===== config.mk =====
export PLATFORM = sky130hd
export DESIGN_NAME = counter_cmd_driver
export DESIGN_NICKNAME = d
export VERILOG_FILES = /design/src/rtl/counter_cmd_driver.sv
export SDC_FILE = /design/constraint.sdc
export NUM_CORES = 1
export LEC_CHECK = 0
export CAP_MARGIN = 20
export CELL_PAD_IN_SITES_DETAIL_PLACEMENT = 0
export CELL_PAD_IN_SITES_GLOBAL_PLACEMENT = 1
export CORE_MARGIN = 10
export CORE_UTILIZATION = 32
export CTS_CLUSTER_DIAMETER = 80
export DETAILED_ROUTE_END_ITERATION = 6
export PLACE_DENSITY_LB_ADDON = 0.1
export SETUP_SLACK_MARGIN = 0.4
export SLEW_MARGIN = 20
export SYNTH_ARGS = -nofsm -noshare
export SYNTH_HDL_FRONTEND = slang
export SYNTH_SLANG_ARGS = --single-unit
export TNS_END_PERCENT = 20

===== constraint.sdc =====
create_clock -name clk -period 1.6 [get_ports clk]
set_input_delay 0.32 -clock clk [delete_from_list [all_inputs] [get_ports clk]]
set_output_delay 0.32 -clock clk [all_outputs]
set_load 0.1 [all_outputs]

===== src/rtl/counter_cmd_driver.sv =====
// counter_cmd_driver: command-side initiator for the loadable up/down mod-(MOD_MAX+1)
// counter. Takes LOAD / UP n / DOWN n / HOLD n commands over a valid/ready handshake
// and drives the counter's load/mode/data pins cycle by cycle. A shadow copy of the
// counter value (exp) tracks what the counter should hold on every edge.
//
// Optional feature: define CNT_DRV_CHECK_EN to compare cnt_q against the shadow value
// every cycle and raise a sticky err flag plus a saturating mismatch counter. When the
// macro is undefined, err and err_count are tied to 0 and cnt_q is unused.
//
// Ports:
//   clk, rst              clock, synchronous active-high reset
//   cmd_valid, cmd_ready  command handshake (ready only while idle)
//   cmd_op, cmd_arg       00 LOAD value / 01 UP n-1 / 10 DOWN n-1 / 11 HOLD n-1
//   cnt_load, cnt_mode,   to counter load, mode (1 = up), data_in
//   cnt_data
//   cnt_q                 from counter data_out
//   busy, done            running flag, one-cycle pulse when a command completes
//   err, err_count        sticky mismatch flag and saturating mismatch count
module counter_cmd_driver #(
    parameter int unsigned MOD_MAX  = 11,
    parameter int unsigned ERRCNT_W = 8
) (
    input  logic                clk,
    input  logic                rst,
    input  logic                cmd_valid,
    output logic                cmd_ready,
    input  logic [1:0]          cmd_op,
    input  logic [3:0]          cmd_arg,
    output logic                cnt_load,
    output logic                cnt_mode,
    output logic [3:0]          cnt_data,
    input  logic [3:0]          cnt_q,
    output logic                busy,
    output logic                done,
    output logic                err,
    output logic [ERRCNT_W-1:0] err_count
);

    localparam logic [3:0] MaxVal = 4'(MOD_MAX);
    localparam logic [1:0] OpLoad = 2'b00;
    localparam logic [1:0] OpUp   = 2'b01;
    localparam logic [1:0] OpDown = 2'b10;

    typedef enum logic {StIdle, StRun} state_t;

    state_t     state_q, state_d;
    logic [3:0] remaining_q, remaining_d;
    logic [3:0] exp_q, exp_next;
    logic       load_q, load_d;
    logic       mode_q, mode_d;
    logic [3:0] data_q, data_d;
    logic       ready_q, ready_d;
    logic       busy_q, busy_d;
    logic       done_q, done_d;

    // Value the counter takes on the coming edge, given the pins driven right now.
    always_comb begin
        if (load_q) begin
            exp_next = data_q;
        end else if (mode_q) begin
            exp_next = (exp_q == MaxVal) ? 4'd0 : exp_q + 4'd1;
        end else begin
            exp_next = (exp_q == 4'd0) ? MaxVal : exp_q - 4'd1;
        end
    end

    always_comb begin
        state_d     = state_q;
        remaining_d = remaining_q;
        load_d      = load_q;
        mode_d      = mode_q;
        data_d      = data_q;
        done_d      = 1'b0;
        case (state_q)
            StIdle: begin
                // Hold: reload the value the counter is about to have.
                load_d = 1'b1;
                data_d = exp_next;
                if (cmd_valid && ready_q) begin
                    state_d     = StRun;
                    remaining_d = cmd_arg;
                    case (cmd_op)
                        OpLoad: begin
                            data_d      = cmd_arg;
                            remaining_d = 4'd0;
                        end
                        OpUp, OpDown: begin
                            load_d = 1'b0;
                            mode_d = (cmd_op == OpUp);
                        end
                        default: ;
                    endcase
                end
            end
            StRun: begin
                if (remaining_q == 4'd0) begin
                    // Switch to hold on the same edge as the final step: no extra count.
                    state_d = StIdle;
                    done_d  = 1'b1;
                    load_d  = 1'b1;
                    data_d  = exp_next;
                end else begin
                    remaining_d = remaining_q - 4'd1;
                end
            end
            default: state_d = StIdle;
        endcase
        ready_d = (state_d == StIdle);
        busy_d  = (state_d == StRun);
    end

    always_ff @(posedge clk) begin
        if (rst) begin
            state_q     <= StIdle;
            remaining_q <= 4'd0;
            exp_q       <= 4'd0;
            load_q      <= 1'b1;
            mode_q      <= 1'b0;
            data_q      <= 4'd0;
            ready_q     <= 1'b1;
            busy_q      <= 1'b0;
            done_q      <= 1'b0;
        end else begin
            state_q     <= state_d;
            remaining_q <= remaining_d;
            exp_q       <= exp_next;
            load_q      <= load_d;
            mode_q      <= mode_d;
            data_q      <= data_d;
            ready_q     <= ready_d;
            busy_q      <= busy_d;
            done_q      <= done_d;
        end
    end

    assign cmd_ready = ready_q;
    assign cnt_load  = load_q;
    assign cnt_mode  = mode_q;
    assign cnt_data  = data_q;
    assign busy      = busy_q;
    assign done      = done_q;

`ifdef CNT_DRV_CHECK_EN
    logic                err_q;
    logic [ERRCNT_W-1:0] err_count_q;

    always_ff @(posedge clk) begin
        if (rst) begin
            err_q       <= 1'b0;
            err_count_q <= '0;
        end else if (cnt_q != exp_q) begin
            err_q <= 1'b1;
            if (err_count_q != {ERRCNT_W{1'b1}}) begin
                err_count_q <= err_count_q + 1'b1;
            end
        end
    end

    assign err       = err_q;
    assign err_count = err_count_q;
`else
    logic unused_cnt_q;
    assign unused_cnt_q = ^cnt_q;
    assign err          = 1'b0;
    assign err_count    = '0;
`endif

endmodule


Yosys cells after proc, flatten, opt, wreduce, memory -nomap -nowiden
Cells that the tools add are included.
Widths: inputs -> output; s select.
{"block": "word_totals", "ff_bits": 17, "latchBits": 0, "ramBits": 0, "romBits": 0, "in_bits": 13, "out_inout_bits": 18, "elab_cells": 47, "mem_count": 0}
{"block": "classes", "n_addsub": 3, "multipliers": 0, "div_mod_pow": 0, "magnitude_cmp": 0, "n_eq_ne": 6, "shift": 0, "mux": 20, "bitwise_logic": 2, "reduce_logical": 8}
{"operator": "$mux 4", "count": 10}
{"operator": "$pmux 4 s2", "count": 2}
{"operator": "$logic_not 4->1", "count": 2}
{"operator": "$sub 4x1->4 const B", "count": 2}
{"operator": "$mux 1", "count": 6}
{"operator": "$add 4x1->4 const B", "count": 1}
{"operator": "$eq 4x4->1 const B", "count": 1}
{"operator": "$ne 2x2->1 const B", "count": 2}
{"operator": "$pmux 1 s2", "count": 2}
{"operator": "$reduce_or 2->1", "count": 2}
{"operator": "$reduce_and 3->1", "count": 1}
{"operator": "$eq 2x1->1 const B", "count": 1}
{"operator": "$eq 2x2->1 const B", "count": 1}
{"operator": "$logic_not 2->1", "count": 1}
{"operator": "$ne 2x1->1 const B", "count": 1}
{"operator": "$not 1->1", "count": 2}
{"operator": "$reduce_and 2->1", "count": 1}
{"operator": "$logic_and 1x1->1", "count": 1}

Longest topological paths before layout
Gate-level depths: netlist of run 1.
{"block": "logic_depth", "depth_word": 7, "depth_mapped": 8, "depth_no_buf": 7}

Worst setup path before layout of run 1
OpenSTA, ideal clock, no wires.
{"block": "synth_timing", "path_kind": "flip-flop to flip-flop", "from": "reg, netlist name busy", "to": "reg load_q (netlist: cnt_load)", "setup_ns": 0.114, "arrival_time_ns": 1.884, "required_ns": 1.486, "setup_slack_ns": -0.398, "stages_incl_launch_ff": 5, "n_path_buf": 1, "synth_period_minus_slack_ns": 1.998, "path_cell_list": "dfxtp_1 buf_2 o31a_1 or2b_1 a21o_1"}
{"item": "to (signal assigned)", "line_no": "127", "source": "load_q <= load_d;"}
{"item": "to (decl)", "line_no": "49", "source": "logic load_q, load_d;"}

Worst setup path in the final report of run 1
{"block": "layout_timing", "from": "reg remaining_q[0]", "to": "reg data_q[0] (netlist: cnt_data[0])"}
{"block": "layout_via", "elab_chain_cells": 2}
{"item": "from (decl)", "line_no": "47", "source": "logic [3:0] remaining_q, remaining_d;"}
{"item": "from (signal assigned)", "line_no": "125", "source": "remaining_q <= remaining_d;"}
{"item": "$logic_not 4->1", "line_no": "96", "source": "if (remaining_q == 4'd0) begin"}
{"item": "$ne 2x1->1 (no source line)"}
{"item": "to (signal assigned)", "line_no": "129", "source": "data_q <= data_d;"}
{"item": "to (decl)", "line_no": "51", "source": "logic [3:0] data_q, data_d;"}
Every way passes these cells.
A chain may end at the register's enable or synchronous reset.

==> results.toml, run 1 <==
[route]
drt_iter0_drc = 34
viasPerCell = 4.738
firstDrtPassIters = 4
drt-total-wl_um = 2825
drc = 0
antenna_left = 0
vias = 1014
wl_per_cell_um = 13.20

[global_route]
antenna_found_initial = 0
grt_pass1_vias = 964
grt_pass1_wl_um = 4416
grt_overflow = 0
grt_usage_pct = 10.11
grt_max_degree = 17

[finish]
nNetsFinal = 189
fillCellCount = 281
num_antenna_cells = 0
multi_input_area_um2 = 659.4
drive_gt1_share_pct = 44.71
fin_util_pct = 54.21
seq_area_um2 = 364.1
final_area_mm2 = 0.001642
area_growth_pct = 64.82

[cts]
numCtsBuffers = 3
clk_pin_slew_ps = 100
worstSkewPairLatency_ps = 290
clockBufferDepth = 2
cts_sinks = 17
cts_hold_buf = 0
cts_root_buffer = "clkbuf_4"
h-tree-depth = 1
cts_tree = "built"

[job]
drv_cap = 0

[worst_setup_path]
path_class = "register to register"
r2r-start = "remaining_q[0]"
cp_max_fo = 4
cp-end-kind = "register"
cp_data_arrival_time_ps = 1710
cp.required_ps = 1830
crit_path_start = "remaining_q[0]"
startpoint_type = "register"
timing.reg2reg.setup_slack_ps = 120

[placed_design]
gp_congestion = 0.7228
dp_hpwl_um = 1864
placed_area_mm2 = 0.001368
numPortBuffers = 17

[die]
core_mm2 = 0.003028
die_w_um = 75.79
io_pins = 31
core.rowCount = 20
die_y_um = 75.79
die-area_mm2 = 0.005744
initial_core_util_pct = 32.89

[yosys]
postSynthCellCount = 126
synthTopCellsByArea = "dfxtp_1 34%, buf_4 6.8%, ha_1 6.3%, nor2_1 6.0%, a21oi_1 4.5%"
synth_edf_count = 0
synth_top_flop_cell = "dfxtp_1"
syn_area_um2 = 996.0
ys_seq_elements = 17
synth.top_cell.area_share_pct = 34.17
yosysMostFrequentCell = "dfxtp_1"
ys_warn_count = 0
yosysUniqueCellTypes = 37
ys_seq_area_share_pct = 34.17
postSynthAreaPerCell_um2 = 7.904
synth-async-reset-ratio_pct = 0
synth.top_cells.by_count = "17 x dfxtp_1, 16 x nor2_1, 11 x inv_1"
synth_top_area_cell = "dfxtp_1"

[power_and_ir_drop]
peakVddDrop_uv = 469.5
power_density_mw_per_mm2 = 964.5
p_leak_nw = 0.6631

[sta]
rsz0062_at_grt = "yes"
drv_slew = 0
finalCritPeriodShare_pct = 92.38
fin_crit_ps = 1478
fmaxAchievable_mhz = 676.6
finalSetupTns_ps = 0
hold_ws_ps = 488.4
setup_viol = 0
finalHoldViolCount = 0
finClkSkew_ps = 5.654

[run_status]
status = "finished clean"

[min_path]
hold_path_class = "register to register"
worstHoldStart = "cnt_data[3]"
what timing repair did:
action,CTS,global route
cloned,2,0
pin swaps,17,7
setup buffers,12,5
setup endpoints to repair,19,23
resized for setup,22,4
report_power, final:
group          switching, mW  internal (mW)
sequential            0.0666          0.474
combinational          0.460          0.347
clock                  0.140         0.0969
per-stage QoR:
stage               std cells  power [mW]  setup slack [ps]
floorplan                 134       1.005             185.9
global placement          191       1.182            -177.6
detailed placement        191       1.186            -220.1
CTS                       209       1.549             147.8
global route              214       1.670             44.88
finish                    214       1.583             122.0
layer usage:
layer / track usage [%] / vias to the layer above / part of all wire [%]
li1: - / 506 / -
met1: 12.04 / 475 / 45
met2: 16.60 / 29 / 46
met5: 0 / - / 0
met4: 3.711 / 0 / 1.2
met3: 3.125 / 4 / 8.1
area by class of cell:
| cell class | instances | area share, % |
|---|---|---|
| repair buffers | 44 | 29.80 |
| multi-input cells | 93 | 40.17 |
| well taps | 44 | 3.354 |
| clock buffers | 4 | 1.601 |
| flip-flops and latches | 17 | 22.18 |
| inverters | 12 | 2.896 |
sequential cells by signal (all words and copies together), names as in the netlist:
signal / count
remaining_q: 4
cnt_load: 1
busy: 1
cmd_ready: 1
cnt_mode: 1
done: 1
cnt_data: 4
exp_q: 4
critical path, stage by stage, from the launching register on:
cell	delay [ps]
dfxtp_2	340
inv_2	70
ha_4	150
inv_4	30
o31a_4	310
buf_4	150
buf_6	110
a21oi_2	100
o22ai_1	80
nor2_1	80
logic make-up after synthesis:
kind of cell	synth area share (%)
other	0.3765
AOI/OAI and AO/OA	20.23
DFF	34.17
and+or+nand+nor	22.99
adders and majority gates	6.281
buffers and inverters	14.20
xor gates and xnor gates	1.759
worst paths after layout:
check,endpoint,depth (start not counted)
worst min-delay path,cnt_data[3],2
worst min register to register,cnt_data[3],2
worst max-delay path,cnt_data[0],9
worst max register to register,cnt_data[0],9
placed cells by master (no fill, tap or decap), types with 2 or more instances in the layout:
| cell | instances |
|---|---|
| a21o_1 | 2 |
| a21oi_1 | 7 |
| a21oi_2 | 3 |
| a221oi_1 | 2 |
| buf_12 | 10 |
| buf_4 | 22 |
| buf_6 | 4 |
| clkbuf_4 | 3 |
| clkdlybuf4s50_1 | 7 |
| conb_1 | 9 |
| dfxtp_1 | 6 |
| dfxtp_2 | 7 |
| dfxtp_4 | 4 |
| ha_4 | 4 |
| inv_1 | 4 |
| inv_2 | 7 |
| nand2_1 | 10 |
| nand3_1 | 2 |
| nand3b_1 | 2 |
| nor2_1 | 16 |
| nor2b_1 | 2 |
| nor3_1 | 5 |
| o211ai_1 | 4 |
| o21ai_1 | 2 |
| xor2_1 | 2 |
Note: power is estimated with default switching activity, not from simulation.
==> inputs of run 2 (changes only) <==
==> constraint.sdc (replaced) <==
create_clock -name clk -period 1.6 [get_ports clk]
set_input_delay 0.24 -clock clk [delete_from_list [all_inputs] [get_ports clk]]
set_output_delay 0.24 -clock clk [all_outputs]
set_load 0.1 [all_outputs]
==> run 2 against run 1 <==
  * Flip-flop and latch count did not move
  * Die area did not move
  * Fmax rose by 2.7%
  * Cell area fell by 7.5%
  * Critical endpoint is now cnt_data[2]
  * Largest cell class unchanged
==> results.toml, run 2 (same netlist as run 1, synthesis figures left out) <==
[cts]
worstSkewPairLatency_ps = 290
cts_hold_buf = 0
cts_sinks = 17
clk_pin_slew_ps = 100
cts_root_buffer = "clkbuf_4"
cts_tree = "built"
h-tree-depth = 1
numCtsBuffers = 3
clockBufferDepth = 2

[finish]
area_growth_pct = 52.39
seq_area_um2 = 364.1
final_cell_mix = "18 x buf_4, 16 x nor2_1, 10 x nand2_1, 10 x buf_12, 9 x conb_1"
num_antenna_cells = 0
multi_input_area_um2 = 600.6
drive_gt1_share_pct = 37.27
final_common_cell = "buf_4"
fin_util_pct = 50.12
nNetsFinal = 180
fillCellCount = 296
final_area_mm2 = 0.001518

[worst_setup_path]
cp_cell_sequence = "buf_4 > ha_1 > o21ai_1 > o211ai_1 > a311o_1 > a21oi_1"
critPathBufInv = 1
crit_path_max_incr_delay_ps = 330
cp.required_ps = 1820
cp_data_arrival_time_ps = 1660
cpMaxStageDelayCell = "dfxtp_2"
cp_max_fo = 3
path_class = "register to register"
cp-end-kind = "register"
crit_family = "compound AO/OA/AOI/OAI gates"
timing.reg2reg.setup_slack_ps = 160
startpoint_type = "register"

[power_and_ir_drop]
peakVddDrop_uv = 610.1
switching_share_pct = 41.86
pwr-share-clk_pct = 15.7
p_sw_mw = 0.6282
power_frac_comb_pct = 48.9
pwr-share-seq_pct = 35.4
internal-power_mw = 0.8724
power_density_mw_per_mm2 = 988.7
p_leak_nw = 0.6183

[sta]
fmaxAchievable_mhz = 694.9
finalHoldViolCount = 0
finClkSkew_ps = 2.644
hold_ws_ps = 494.1
finalCritPeriodShare_pct = 89.94
drv_slew = 0
setup_viol = 0
fin_crit_ps = 1439
rsz0062_at_grt = "yes"

[placed_design]
numPortBuffers = 17
placed_area_mm2 = 0.001375
gp_congestion = 0.7367
dp_hpwl_um = 1847

[global_route]
met1_usage_pct = 11.15
grt_usage_pct = 9.282
antenna_found_initial = 0
grt_pass1_wl_um = 4146
use_met3_pct = 4.557
grt_max_degree = 17
global_route.usage.met2_pct = 14.43
grt_pass1_vias = 938
grt_busiest_layer = "met2"
grt_overflow = 0

[die]
die_w_um = 75.79
initial_core_util_pct = 32.89
core_mm2 = 0.003028
die-area_mm2 = 0.005744
core.rowCount = 20
die_y_um = 75.79
io_pins = 31

[job]
drv_cap = 0

[route]
drt-total-wl_um = 2440
wl_per_cell_um = 11.90
viasPerCell = 4.585
drc = 0
antenna_left = 0
drt_iter0_drc = 27
vias = 940
firstDrtPassIters = 4

[run_status]
status = "finished clean"

[min_path]
hold_path_class = "register to register"
==> run 2: power by group through the flow <==
stage          logic [mW]  clock network [mW]  registers, mW
2_1_floorplan       0.328                   0          0.677
3_3_place_gp        0.650                   0          0.538
3_5_place_dp        0.652                   0          0.537
4_1_cts             0.720               0.247          0.531
5_1_grt             0.785               0.270          0.540
6_report            0.734               0.236          0.531
==> run 2: per-layer routing <==
layer / routed length [µm] / vias up
li1: - / 486
met1: 1082 / 429
met2: 1120 / 23
met3: 226 / 2
met4: 11 / 0
met5: 0 / -
==> run 2: worst paths after layout <==
check              start  cells after the start          end
max             exp_q[1]                      6  cnt_data[2]
min          cnt_data[1]                      2  cnt_data[1]
max reg2reg     exp_q[1]                      6  cnt_data[2]
min reg2reg  cnt_data[1]                      2  cnt_data[1]
==> run 2: area by class of cell <==
| cell class | count | area share, % |
|---|---|---|
| repair buffers | 37 | 28.11 |
| inverters | 12 | 2.968 |
| multi-input cells | 91 | 39.57 |
| clock buffers | 4 | 1.731 |
| well taps | 44 | 3.627 |
| flip-flops and latches | 17 | 23.99 |
==> run 2: repair_timing <==
| action | 4_1_cts | 5_1_grt |
|---|---|---|
| pin swaps | 10 | 7 |
| setup endpoints to repair | 16 | 17 |
| resized for setup | 10 | 2 |
| buffers inserted | 7 | 2 |
==> run 2: worst min-delay path: stages (launching register included) <==
cell	delay [ps]
dfxtp_2	360
nand2_1	50
a21oi_1	50
==> run 2: stage by stage <==
step           setup TNS [ps]  cells  worst slack (ps)  power, mW
6_report                    0    205             160.9      1.501
5_1_grt                     0    205             71.22      1.595
4_1_cts                     0    203             141.2      1.497
3_5_place_dp           -347.3    192            -134.5      1.189
3_3_place_gp           -156.6    192            -84.89      1.189
2_1_floorplan               0    134             185.9      1.005
==> inputs of run 3 (changes only) <==
==> constraint.sdc (replaced) <==
create_clock -name clk -period 1.4 [get_ports clk]
set_input_delay 0.21 -clock clk [delete_from_list [all_inputs] [get_ports clk]]
set_output_delay 0.21 -clock clk [all_outputs]
set_load 0.1 [all_outputs]
==> run 3 against run 2 <==
  * The run now ends with negative setup slack left
  * Sequential share of layout area down 1.1 points
  * Largest power group unchanged
  * Flip-flop and latch count unchanged
  * Global-route usage up 0.40 points
  * Die area unchanged
  * Fmax down 0.36%
  * Clock-buffer cell count unchanged
==> results.toml, run 3 (same netlist as run 1, synthesis figures left out) <==
[run_status]
status = "finished with violations"
violations = "negative setup slack"

[worst_setup_path]
cp_max_fo = 7
worstRegToRegCells = 7
timing.reg2reg.setup_slack_ps = -40
cp_data_arrival_time_ps = 1650
cp.required_ps = 1610
r2r_end = "remaining_q[1]"
startpoint_type = "register"
path_class = "register to register"
cp-end-kind = "register"
r2r-start = "remaining_q[0]"

[cts]
cts_root_buffer = "clkbuf_4"
clockBufferDepth = 2
clk_pin_slew_ps = 100
cts_sinks = 17
worstSkewPairLatency_ps = 290
h-tree-depth = 1
numCtsBuffers = 3
cts_tree = "built"

[route]
firstDrtPassIters = 4
drt_iter0_drc = 39
antenna_left = 0
wl_per_cell_um = 12.51
drc = 0
viasPerCell = 4.632
vias = 982
drt-total-wl_um = 2652

[sta]
finalSetupTns_ps = -135.1
drv_slew = 0
final.setup.worst_slack_ps = -44.30
setup_viol = 7
finClkSkew_ps = 3.998
finalHoldViolCount = 0
finalCritPeriodShare_pct = 103.2
fmaxAchievable_mhz = 692.4
rsz0062_at_grt = "yes"
fin_crit_ps = 1444

[global_route]
antenna_found_initial = 0
grt_overflow = 0
grt_max_degree = 17
grt_pass1_wl_um = 4291
grt_usage_pct = 9.680
grt_pass1_vias = 986

[placed_design]
numPortBuffers = 17
placed_cells = 201
gp_congestion = 0.7358
place_ws_ps = -263.1
dp_hpwl_um = 1942

[power_and_ir_drop]
total_power_mw = 1.786
p_leak_nw = 0.6550
peakVddDrop_uv = 512.1
power_density_mw_per_mm2 = 1106

[min_path]
whs_endpoint = "cnt_data[2]"
hold_path_class = "register to register"
hold_path_depth = 2
worstHoldStart = "cnt_data[2]"

[finish]
final_cell_count_no_fill = 212
drive_gt1_share_pct = 42.86
nNetsFinal = 187
final_common_cell = "buf_4"
area_growth_pct = 62.19
num_antenna_cells = 0
final_cell_mix = "23 x buf_4, 15 x nor2_1, 10 x nand2_1, 10 x buf_12, 9 x conb_1"

[die]
io_pins = 31
die_y_um = 75.79
die-area_mm2 = 0.005744
die_w_um = 75.79
initial_core_util_pct = 32.89
core_mm2 = 0.003028
core.rowCount = 20

[job]
drv_cap = 0
[run 3: worst max path at each step]
stage	startpoint	to	slack (ps)	cells past startpoint
2_1_floorplan	busy	cnt_data[0]	-10	6
4_1_cts	remaining_q[0]	remaining_q[1]	-70	7
5_1_grt	remaining_q[0]	remaining_q[3]	-150	7
3_5_place_dp	cmd_op[0]	cnt_data[2]	-260	7
6_report	remaining_q[0]	remaining_q[1]	-40	7
3_3_place_gp	cmd_op[0]	cnt_data[2]	-240	7
[run 3: final cells by class]
| type | count | area (µm²) |
|---|---|---|
| fillers | 288 | 1413 |
| clock buffers | 4 | 26.28 |
| repair buffers | 43 | 479.2 |
| multi-input cells | 92 | 639.4 |
| flip-flops and latches | 17 | 370.4 |
| inverters | 12 | 45.04 |
| well taps | 44 | 55.05 |
[run 3: per-stage QoR]
step                      area (µm²)  util, %  hold slack (ps)
final                           1615    53.35            493.4
after detailed placement        1455    48.06            480.2
after global routing            1615    53.35            523.5
after global placement          1455    48.06            470.8
after CTS                       1580    52.19            495.7
after floorplan                 1080        -            394.7
[run 3: worst max-delay path, stage by stage (launching register included)]
cell	delay, ps
dfxtp_2	340
inv_2	70
ha_4	140
inv_2	30
o31a_1	330
nor2_4	220
a221oi_2	50
a211oi_1	170
[run 3: what timing repair did]
item                                   4_1_cts  5_1_grt
setup buffers                                5        1
setup endpoints to repair                   24       25
resized for setup                           18        7
hold buffers                                 0        0
pin swaps                                   13       12
gates cloned                                 1        0
endpoints found under the hold margin        0        0
[run 3: routing by layer]
| metal | vias up | part of all wire, % | GRT usage (%) |
|---|---|---|---|
| li1 | 504 | - | - |
| met1 | 456 | 46 | 10.99 |
| met2 | 20 | 47 | 16.42 |
| met3 | 2 | 6.6 | 3.646 |
| met4 | 0 | 0.53 | 2.887 |
| met5 | - | 0 | 0 |
[run 3: power breakdown]
| group | internal (mW) | leakage (nW) | total (mW) | switching, mW |
|---|---|---|---|---|
| Clock | 0.111 | 0.0150 | 0.267 | 0.157 |
| Combinational | 0.381 | 0.495 | 0.908 | 0.527 |
| Sequential | 0.542 | 0.145 | 0.611 | 0.0692 |
| Total | 1.03 | 0.655 | 1.79 | 0.753 |
